File: config.mk
export PLATFORM = sky130hd
export DESIGN_NAME = kyber_stream_arb
export DESIGN_NICKNAME = d
export VERILOG_FILES = /design/src/rtl/kyber_arb_pkg.sv /design/src/rtl/kyber_word_fifo.sv /design/src/rtl/kyber_stream_arb.sv
export SDC_FILE = /design/constraint.sdc
export NUM_CORES = 1
export LEC_CHECK = 0
export CAP_MARGIN = 20
export CORE_MARGIN = 2
export CORE_UTILIZATION = 55
export DETAILED_ROUTE_END_ITERATION = 10
export PLACE_DENSITY = 0.75
export SLEW_MARGIN = 20
export SYNTH_ARGS = -nofsm -noshare
export SYNTH_HDL_FRONTEND = slang
export SYNTH_HIERARCHICAL = 1
export SYNTH_SLANG_ARGS = --single-unit
File: constraint.sdc
create_clock -name clk -period 5.14 [get_ports clk]
set_clock_uncertainty 0.15 [all_clocks]
set_input_delay 1.542 -clock clk [delete_from_list [all_inputs] [get_ports clk]]
set_output_delay 1.542 -clock clk [all_outputs]
set_load 0.005 [all_outputs]
File: src/rtl/kyber_arb_pkg.sv
// rtl/kyber_arb_pkg.sv - shared types, packet lengths and length lookup for the Kyber stream arbiter
// Purpose: arbiter FSM state encoding, public-key / ciphertext word counts per
//          Kyber rank, and helpers that validate k and map (source, k) to a length.
// Ports:   none (package).
package kyber_arb_pkg;

  typedef enum logic [1:0] {
    IDLE    = 2'd0,
    GNT_SER = 2'd1,
    GNT_CLI = 2'd2
  } arb_state_e;

  // Server packets carry the public key, client packets carry the ciphertext.
  localparam logic [8:0] PK_LEN_K2 = 9'd200;
  localparam logic [8:0] PK_LEN_K3 = 9'd296;
  localparam logic [8:0] PK_LEN_K4 = 9'd392;
  localparam logic [8:0] CT_LEN_K2 = 9'd192;
  localparam logic [8:0] CT_LEN_K3 = 9'd272;
  localparam logic [8:0] CT_LEN_K4 = 9'd392;

  function automatic logic k_valid(input logic [2:0] kv);
    return (kv == 3'd2) || (kv == 3'd3) || (kv == 3'd4);
  endfunction

  // cli = 1 selects the ciphertext length, 0 the public-key length.
  function automatic logic [8:0] pkt_len(input logic cli, input logic [2:0] kv);
    logic [8:0] len;
    case (kv)
      3'd2:    len = cli ? CT_LEN_K2 : PK_LEN_K2;
      3'd3:    len = cli ? CT_LEN_K3 : PK_LEN_K3;
      default: len = cli ? CT_LEN_K4 : PK_LEN_K4;
    endcase
    return len;
  endfunction

endpackage

File: src/rtl/kyber_word_fifo.sv
// rtl/kyber_word_fifo.sv - first-word fall-through word FIFO for one arbiter source
// Purpose: buffers one source's words; dout always shows the head word.
// Ports:   clk, rst (async active-low), push/din (write), pop (read, ignored when
//          empty), dout (head word, meaningful only when !empty), full, empty.
module kyber_word_fifo
  import kyber_arb_pkg::*;
#(
  parameter int DW    = 32,
  parameter int DEPTH = 16
) (
  input  logic          clk,
  input  logic          rst,
  input  logic          push,
  input  logic [DW-1:0] din,
  input  logic          pop,
  output logic [DW-1:0] dout,
  output logic          full,
  output logic          empty
);

  localparam int AW = $clog2(DEPTH);

  // One extra pointer bit distinguishes full from empty.
  logic [AW:0]   wr_ptr;
  logic [AW:0]   rd_ptr;
  logic [DW-1:0] mem [DEPTH];
  logic          do_pop;
  logic          do_push;

  assign empty   = (wr_ptr == rd_ptr);
  assign full    = (wr_ptr[AW] != rd_ptr[AW]) && (wr_ptr[AW-1:0] == rd_ptr[AW-1:0]);
  assign do_pop  = pop && !empty;
  // A push into a full FIFO still lands when the head leaves in the same cycle.
  assign do_push = push && (!full || do_pop);
  assign dout    = mem[rd_ptr[AW-1:0]];

  always_ff @(posedge clk or negedge rst) begin
    if (!rst) begin
      wr_ptr <= '0;
      rd_ptr <= '0;
    end else begin
      if (do_push) wr_ptr <= wr_ptr + {{AW{1'b0}}, 1'b1};
      if (do_pop)  rd_ptr <= rd_ptr + {{AW{1'b0}}, 1'b1};
    end
  end

  always_ff @(posedge clk) begin
    if (do_push) mem[wr_ptr[AW-1:0]] <= din;
  end

endmodule

File: src/rtl/kyber_stream_arb.sv
// rtl/kyber_stream_arb.sv - packet-granular round-robin merge of Kyber server/client word streams
// Purpose: buffers server and client words in their own FIFOs and forwards whole
//          packets (length from k) onto one ready/valid stream, alternating sources.
// Ports:   clk, rst (async active-low), k (rank, sampled in IDLE),
//          valid_server/dout_server, valid_client/dout_client (no backpressure),
//          m_ready, m_valid, m_data, m_last, m_src (1 = client),
//          ovf_clr, ovf_server, ovf_client, cfg_err (sticky flags).
module kyber_stream_arb
  import kyber_arb_pkg::*;
#(
  parameter int DW    = 32,
  parameter int DEPTH = 16
) (
  input  logic          clk,
  input  logic          rst,
  input  logic [2:0]    k,
  input  logic          valid_server,
  input  logic [DW-1:0] dout_server,
  input  logic          valid_client,
  input  logic [DW-1:0] dout_client,
  input  logic          m_ready,
  output logic          m_valid,
  output logic [DW-1:0] m_data,
  output logic          m_last,
  output logic          m_src,
  input  logic          ovf_clr,
  output logic          ovf_server,
  output logic          ovf_client,
  output logic          cfg_err
);

  arb_state_e    state_q, state_d;
  logic [8:0]    cnt_q, cnt_d;
  logic [8:0]    len_q, len_d;
  logic          rr_cli_last_q, rr_cli_last_d;
  logic          cfg_set;
  logic          gnt_cli;

  logic          push_ser, push_cli;
  logic          pop_ser, pop_cli;
  logic          ser_full, ser_empty, cli_full, cli_empty;
  logic [DW-1:0] ser_head, cli_head;

  assign push_ser = valid_server && !cfg_err;
  assign push_cli = valid_client && !cfg_err;

  kyber_word_fifo #(.DW(DW), .DEPTH(DEPTH)) u_fifo_ser (
    .clk   (clk),
    .rst   (rst),
    .push  (push_ser),
    .din   (dout_server),
    .pop   (pop_ser),
    .dout  (ser_head),
    .full  (ser_full),
    .empty (ser_empty)
  );

  kyber_word_fifo #(.DW(DW), .DEPTH(DEPTH)) u_fifo_cli (
    .clk   (clk),
    .rst   (rst),
    .push  (push_cli),
    .din   (dout_client),
    .pop   (pop_cli),
    .dout  (cli_head),
    .full  (cli_full),
    .empty (cli_empty)
  );

  always_comb begin
    state_d       = state_q;
    cnt_d         = cnt_q;
    len_d         = len_q;
    rr_cli_last_d = rr_cli_last_q;
    cfg_set       = 1'b0;
    gnt_cli       = 1'b0;
    m_valid       = 1'b0;
    m_data        = '0;
    m_last        = 1'b0;
    m_src         = 1'b0;
    pop_ser       = 1'b0;
    pop_cli       = 1'b0;

    case (state_q)
      IDLE: begin
        if (!k_valid(k)) begin
          cfg_set = 1'b1;
        end else if (!cfg_err) begin
          // Server goes first when both wait unless it had the previous packet.
          if (!ser_empty && (cli_empty || rr_cli_last_q)) begin
            state_d = GNT_SER;
            len_d   = pkt_len(1'b0, k);
          end else if (!cli_empty) begin
            state_d = GNT_CLI;
            len_d   = pkt_len(1'b1, k);
          end
        end
      end

      GNT_SER, GNT_CLI: begin
        gnt_cli = (state_q == GNT_CLI);
        m_src   = gnt_cli;
        m_valid = gnt_cli ? !cli_empty : !ser_empty;
        m_data  = m_valid ? (gnt_cli ? cli_head : ser_head) : '0;
        m_last  = m_valid && (cnt_q == len_q - 9'd1);
        if (m_valid && m_ready) begin
          pop_ser = !gnt_cli;
          pop_cli = gnt_cli;
          if (m_last) begin
            cnt_d         = '0;
            rr_cli_last_d = gnt_cli;
            state_d       = IDLE;
          end else begin
            cnt_d = cnt_q + 9'd1;
          end
        end
      end

      default: state_d = IDLE;
    endcase
  end

  always_ff @(posedge clk or negedge rst) begin
    if (!rst) begin
      state_q       <= IDLE;
      cnt_q         <= '0;
      len_q         <= '0;
      rr_cli_last_q <= 1'b1;
      ovf_server    <= 1'b0;
      ovf_client    <= 1'b0;
      cfg_err       <= 1'b0;
    end else begin
      state_q       <= state_d;
      cnt_q         <= cnt_d;
      len_q         <= len_d;
      rr_cli_last_q <= rr_cli_last_d;
      // A new error in the same cycle as ovf_clr keeps the flag set.
      ovf_server    <= (push_ser && ser_full && !pop_ser) || (ovf_server && !ovf_clr);
      ovf_client    <= (push_cli && cli_full && !pop_cli) || (ovf_client && !ovf_clr);
      cfg_err       <= cfg_set || (cfg_err && !ovf_clr);
    end
  end

endmodule

==> results of run 1 <==
[stage by stage]
stage                      util  power [W]  cells
after global routing      0.644     0.0257   3161
after floorplan               -     0.0149   1916
after detailed placement  0.595     0.0171   2957
after global placement    0.595     0.0170   2957
final                     0.644     0.0248   3162
after CTS                 0.641     0.0247   3147
[sequential cells by signal, indices dropped and copies added (netlist names)]
name and count:
cfg_err 1, cnt_q 9, len_q 6, ovf_client 1, ovf_server 1, rr_cli_last_q 1, state_q 2, u_fifo_cli/mem 512
u_fifo_cli/rd_ptr 5, u_fifo_cli/wr_ptr 5, u_fifo_ser/mem 512, u_fifo_ser/rd_ptr 5, u_fifo_ser/wr_ptr 5
[Yosys cell counts (all sizes together), types with 2 or more instances]
master	instances	share of area
o31a	3	0.00064
o31ai	2	0.00036
mux2	4	0.0011
o211a	2	0.00048
xnor2	32	0.0068
nand4	9	0.0014
nor3	4	0.00048
nor2b	14	0.0021
mux2i	33	0.0083
a21oi	4	0.00048
o22ai	4	0.00060
xor2	6	0.0013
mux4	256	0.14
o311ai	2	0.0013
nor4	2	0.00045
o21ai	8	0.0011
and3	28	0.0042
a22oi	128	0.023
buf	56	0.0092
nor3b	5	0.00091
nor2	51	0.0047
or2	5	0.00076
nand2	85	0.0077
and2	5	0.00076
nand3	13	0.0016
ha	14	0.0042
dfrtp	40	0.024
edfxtp	1024	0.74
clkbuf	48	0.0044
inv	19	0.0017
[repair_timing]
action                                  4_1_cts  5_1_grt
setup buffers                                 2       11
endpoints found under the setup margin       23       22
gates cloned                                  3        1
gates resized for setup                      19       23
pin swaps                                     2        1
[cell families (layout without fill, tap and decap cells)]
logic type	Yosys count	after routing	share of synthesized area
xor+xnor	38	38	0.00804
compound gates	159	159	0.0299
other cells	0	3	0
buf+inv	123	397	0.0153
simple gates	224	224	0.0257
mux	293	293	0.149
fa+ha+maj	14	14	0.00423
flops	1065	1065	0.768
[per-layer routing]
layer	wire length (um)	track usage	vias to the layer above
met2	49400	0.421	949
met1	36400	0.327	10900
met3	6720	0.0419	164
met5	54	0	-
li1	-	-	8389
met4	2270	0.0768	8
[final timing paths]
check / start / end / slack, ns
min reg2reg: u_fifo_ser/wr_ptr[4] / u_fifo_ser/wr_ptr[4] / 0.34
max: u_fifo_cli/rd_ptr[0] / m_data[16] / 0.05
min: u_fifo_ser/wr_ptr[4] / u_fifo_ser/wr_ptr[4] / 0.34
max in group asynchronous: rst / u_fifo_ser/rd_ptr[1] / 3.26
min in group asynchronous: rst / cnt_q[1] / 0.87
max reg2reg: u_fifo_cli/rd_ptr[0] / u_fifo_cli/mem[1][7] / 1.23
[final cells by class]
class / instances / area, um^2 / area share
flip-flops and latches: 1065 / 31800 / 0.663
repair buffers: 193 / 2390 / 0.0498
multi-input cells: 728 / 9230 / 0.192
well taps: 969 / 1210 / 0.0253
inverters: 19 / 71.3 / 0.00149
diodes: 3 / 7.51 / 0.000156
clock buffers: 129 / 2700 / 0.0562
clock inverters: 56 / 572 / 0.0119
[power by group through the flow]
| stage | combinational [W] | sequential (W) | clock, W |
|---|---|---|---|
| finish | 0.00713 | 0.0104 | 0.00733 |
| global route | 0.00755 | 0.0104 | 0.00777 |
| CTS | 0.00695 | 0.0103 | 0.00743 |
| detailed placement | 0.00664 | 0.0105 | 0 |
| global placement | 0.00654 | 0.0104 | 0 |
| floorplan | 0.00455 | 0.0103 | 0 |
==> results.md, run 1 <==
Timing
• 0 — endpoints failing setup
• 0.0521 ns — final critical-path setup slack
• 0 ns — Setup Total Neg Slack
• 0.990 — final worst-path cycle share
• 0 — number of pins exceeding their max-slew limit in the final report
• 197 MHz — upper clock frequency limit
• true — unrepaired setup endpoints after global routing
• 0.343 ns — Worst Hold Slack
• 0.939 ns — slew of the pin with the lowest slew margin
• 5.09 ns — min cycle time layout
• 0.374 — relative slew slack
• 0 — final hold violation count

Synthesis
• 1024 — count of flip-flops with a built-in enable after synthesis
• 1065 — flop and latch count out of synthesis
• edfxtp_1 — main flop type after synthesis
• 0.0385 — fraction of registers with async set/reset
• 1916 — Post-Syn Instances
• 21.6 um^2 — Avg Cell Area, Syn
• 6 — Syn. warnings
• 41400 um^2 — cell area after synthesis
• 50 — Distinct cells, synth
• 2003 — number of nets produced by synthesis
• 0.768 — fraction of the yosys area taken by sequential cells

Die
• 100 — Site Rows
• 0.556 — starting density of the core
• 278 um — Die Width
• 74400 um^2 — total core area
• 278 um — chip height
• 77400 um^2 — area of the die
• 111 — I/O pins

CTS
• clkbuf_16 — clock root buffer
• 3 — deepest clock path buffer count
• 0.06 ns — clock slew at reported path FFs
• 0 — hold bufs inserted after CTS
• 0.66 ns — Clock Latency Late Sink
• done — CTS tree
• 1065 — clock sink count
• 3 — depth of the CTS H-tree
• 102 — clock buffer count from CTS

Job
• 0 — maxcap violations

Critical path
• 3.45 ns — required time of the critical path
• 3.40 ns — arrival time at the worst endpoint
• 0.57 ns — biggest cell delay along the critical path
• bufbuf_16 > mux4_2 > a22oi_1 > nand2_1 > mux2i_1 > nor2_1 > clkdlybuf4s50_1 — critical-path cell list
• multiplexers — critical path's top delay family
• 7 — total number of cells along the worst setup path
• 2 — buffer and inverter count on the worst path
• register to output port — Crit Path Class
• 11 — number of cells on the worst reg-to-reg path
• register — Critical Path Source Type
• output port — Critical Path End Type
• 12 — maximum fanout along the worst path
• dfrtp_4 — slowest stage cell, crit path

Cells and area
• 48000 um^2 — design area
• 0.259 — share of post-route cells with drive strength above 1
• 2196 — Final nets
• 4647 — layout filler cell count
• edfxtp_1 — leading cell type in the layout, fill and taps excluded
• edfxtp_1 (1024), mux4_2 (256), a22oi_1 (127), clkdlybuf4s50_1 (109), clkbuf_16 (105) — most used cells in the layout excluding fill and tap cells
• 16.0% — synth-to-layout area growth

Drt
• 20400 — overall via count from detail_route
• 0 — remaining design rule violation count
• 30.0 um — average detailed-routed wire length per instance
• 6 — first-pass detailed-route iteration total
• 6.44 — number of vias per cell
• 94800 um — overall routed net length
• 0 — Routed Antenna Nets
• 2296 — violation count after the first detailed-routing iteration

Worst hold path
• register to register — Hold WC Path Type
• 1 — hold path depth

Power and ir drop
• 0.287 — Gate power share
• 0.291 — switch share
• 0.417 — sequential share of power
• 0.0176 W — internal power consumption
• 517 nW/um^2 — cell area power density
• 0.000410 V — Worst VDD drop
• 0.00723 W — net switching power
• 15.4 nW — Static Leak
• 0.295 — clock group share of total power

GRT
• 6 — initial antenna violation count
• 21000 — via count of the first global-routing pass
• 139000 um — wire length of the first global-routing pass
• 0.246 — global-route total usage across every layer
• 0 — Overflow after GRT
• 132 — pin count of the biggest net entering global routing

Outcome
• completed — result of the run

Placement
• 0.501 ns — worst slack, placed
• 44300 um^2 — placed standard-cell area
• 110 — number of port buffers
• 49500 um — half-perimeter wire length of the detailed placement result
• 0.850 — gp weighted congestion

(Power assumes the default switching activity.)
==> run 2, diff against run 1 <==
==> constraint.sdc (replaced) <==
create_clock -name clk -period 5.14 [get_ports clk]
set_clock_uncertainty 0.15 [all_clocks]
set_input_delay 0.514 -clock clk [delete_from_list [all_inputs] [get_ports clk]]
set_output_delay 0.514 -clock clk [all_outputs]
set_load 0.005 [all_outputs]
==> run 2 against run 1 <==
  * Die area stayed put
  * Largest cell class unchanged
  * Design area down 1.4%
  * Flip-flop and latch count unchanged
  * Sequential share of layout area rose by 0.94 points
  * Utilization is 0.91 points lower
==> results.md, run 2 (same netlist as run 1, synthesis figures left out) <==
CTS
• clkbuf_16 — clock root buffer, unchanged
• 0.65 ns — Clock Latency Late Sink, was 0.66 ns
• 0.06 ns — clock slew at reported path FFs, about the same
• 1065 — clock sink count, unchanged
• 103 — clock buffer count from CTS, was 102
• done — CTS tree, unchanged
• 3 — deepest clock path buffer count, unchanged
• 0 — postcts setup bufs, was 2
• 3 — depth of the CTS H-tree, unchanged

Cells and area
• 31800 um^2 — area of all sequential standard cells, about the same
• 0.635 — utilization of the core after routing, was 0.644
• 2166 — Final nets, was 2196
• 0.240 — share of post-route cells with drive strength above 1, was 0.259
• 47300 um^2 — design area, was 48000 um^2
• 9100 um^2 — total area of multi-input combinational cells, was 9230 um^2
• 4773 — layout filler cell count, was 4647
• edfxtp_1 — leading cell type in the layout, fill and taps excluded, unchanged
• 14.3% — synth-to-layout area growth, was 16.0%
• edfxtp_1 (1024), mux4_2 (256), a22oi_1 (128), clkdlybuf4s50_1 (109), clkbuf_16 (104) — most used cells in the layout excluding fill and tap cells, was edfxtp_1 (1024), mux4_2 (256), a22oi_1 (127), clkdlybuf4s50_1 (109), clkbuf_16 (105)

Critical path
• buffers and inverters — critical path's top delay family, was multiplexers
• u_fifo_cli/rd_ptr[0] — worst setup path start, unchanged
• 4.14 ns — arrival time at the worst endpoint, was 3.40 ns
• buf_12 > mux4_2 > a22oi_1 > nand2_1 > mux2i_1 > nor2_1 > clkdlybuf4s50_1 — critical-path cell list, was bufbuf_16 > mux4_2 > a22oi_1 > nand2_1 > mux2i_1 > nor2_1 > clkdlybuf4s50_1
• u_fifo_cli/rd_ptr[0] — launch point of the worst reg-to-reg path, unchanged
• 2 — buffer and inverter count on the worst path, unchanged
• 0.75 ns — biggest cell delay along the critical path, was 0.57 ns
• 78 — maximum fanout along the worst path, was 12
• register — Critical Path Source Type, unchanged
• 4.48 ns — required time of the critical path, was 3.45 ns
• register to output port — Crit Path Class, unchanged
• dfrtp_4 — slowest stage cell, crit path, unchanged
• output port — Critical Path End Type, unchanged

Timing
• 0.294 — relative slew slack, was 0.374
• 0 ns — Setup Total Neg Slack, unchanged
• 0.333 ns — final critical-path setup slack, was 0.0521 ns
• 0 — final hold violation count, unchanged
• 4.81 ns — min cycle time layout, was 5.09 ns
• 0.343 ns — Worst Hold Slack, about the same
• 0 — number of pins exceeding their max-slew limit in the final report, unchanged
• 0.935 — final worst-path cycle share, was 0.990
• 0 — endpoints failing setup, unchanged
• 1.06 ns — slew of the pin with the lowest slew margin, was 0.939 ns
• 208 MHz — upper clock frequency limit, was 197 MHz
• false — unrepaired setup endpoints after global routing, was true

Job
• 0 — maxcap violations, unchanged

GRT
• 136000 um — wire length of the first global-routing pass, was 139000 um
• 132 — pin count of the biggest net entering global routing, unchanged
• 4 — initial antenna violation count, was 6
• 0 — Overflow after GRT, unchanged
• 20800 — via count of the first global-routing pass, was 21000
• 0.239 — global-route total usage across every layer, was 0.246

Placement
• 110 — number of port buffers, unchanged
• 0.803 — gp weighted congestion, was 0.850
• 43800 um^2 — placed standard-cell area, was 44300 um^2
• 0.894 ns — worst slack, placed, was 0.501 ns
• 51400 um — half-perimeter wire length of the detailed placement result, was 49500 um

Die
• 77400 um^2 — area of the die, unchanged
• 278 um — chip height, unchanged
• 111 — I/O pins, unchanged
• 100 — Site Rows, unchanged
• 278 um — Die Width, unchanged
• 74400 um^2 — total core area, unchanged
• 0.556 — starting density of the core, unchanged

Worst hold path
• u_fifo_cli/rd_ptr[4] — source of the worst hold timing path, was u_fifo_ser/wr_ptr[4]
• register to register — Hold WC Path Type, unchanged

Drt
• 35300 um — met1 wire length, was 36400 um
• 47100 um — total length of routed met2 wires, was 49400 um
• met5 — highest signal layer in the routed design, unchanged
• 6110 um — met3 wirelength from detailed routing, was 6720 um
• 20100 — overall via count from detail_route, was 20400
• 0 — Routed Antenna Nets, unchanged
• 0 — remaining design rule violation count, unchanged
• 5 — first-pass detailed-route iteration total, was 6
• 90800 um — overall routed net length, was 94800 um
• 29.0 um — average detailed-routed wire length per instance, was 30.0 um
• 6.42 — number of vias per cell, was 6.44
• 2228 — violation count after the first detailed-routing iteration, was 2296

Outcome
• completed — result of the run, unchanged

Power and ir drop
• 15.2 nW — Static Leak, was 15.4 nW
• 0.000423 V — Worst VDD drop, was 0.000410 V
• 518 nW/um^2 — cell area power density, was 517 nW/um^2

run 2: changes by cell type in the layout (fill, tap and decap cells not counted), sizes merged:
cell         previous run  this run
buf                    82        52
dlygate4sd3             0         1
bufbuf                  1         0
clkinvlp                6         2
bufinv                  9        17
clkinv                 38        49
clkbuf                130       119
run 2: repair_timing:
| item | CTS | global route |
|---|---|---|
| setup endpoints to repair | 0 | 1 |
| hold buffers | 1 | 0 |
| hold endpoints to repair | 40 | 0 |
| resized for setup | 0 | 1 |
run 2: path summary, 6_finish.rpt:
| path | end | slack (ns) | depth (start not counted) |
|---|---|---|---|
| hold / removal | u_fifo_cli/rd_ptr[4] | 0.34 | 1 |
| setup / recovery | m_data[21] | 0.33 | 7 |
| min in group asynchronous | cfg_err | 0.41 | 2 |
| hold reg to reg | u_fifo_cli/rd_ptr[4] | 0.34 | 1 |
| setup reg to reg | u_fifo_cli/mem[5][4] | 0.88 | 12 |
| max in group asynchronous | u_fifo_ser/rd_ptr[1] | 3.71 | 2 |
run 2: cell type report:
type / count / area share
timing repair buffer: 162 / 0.0345
tap: 969 / 0.0256
multi-input combinational: 728 / 0.192
antenna: 3 / 0.000159
clock buffer: 119 / 0.0562
inverter: 19 / 0.00151
clock inverter: 71 / 0.0175
sequential: 1065 / 0.672
run 2: worst register-to-register path, stage by stage (launching register included):
cell,delay (ns)
dfrtp_4,0.68
xnor2_1,0.22
nand4_1,0.19
or2_1,0.23
inv_1,0.13
mux2i_4,0.22
nand2_1,0.12
nor2_1,0.14
buf_4,0.17
and2_1,0.30
o31a_1,0.51
and3_2,0.64
buf_12,0.25
run 2: metal layers:
| metal | vias up | track usage |
|---|---|---|
| met5 | - | 0 |
| met4 | 2 | 0.0676 |
| met3 | 155 | 0.0392 |
| met2 | 895 | 0.403 |
| met1 | 10800 | 0.326 |
| li1 | 8329 | - |
run 2: report_power, final:
part           total (W)  switching, W  internal, W
combinational    0.00645       0.00346      0.00299
clock            0.00771       0.00314      0.00457
sequential        0.0104      0.000329       0.0100
run 2: metrics by stage:
| stage | std cells | total power, W |
|---|---|---|
| after floorplan | 1916 | 0.0149 |
| after global placement | 2942 | 0.0169 |
| after detailed placement | 2942 | 0.0170 |
| after CTS | 3133 | 0.0247 |
| after global routing | 3135 | 0.0254 |
| final | 3136 | 0.0245 |
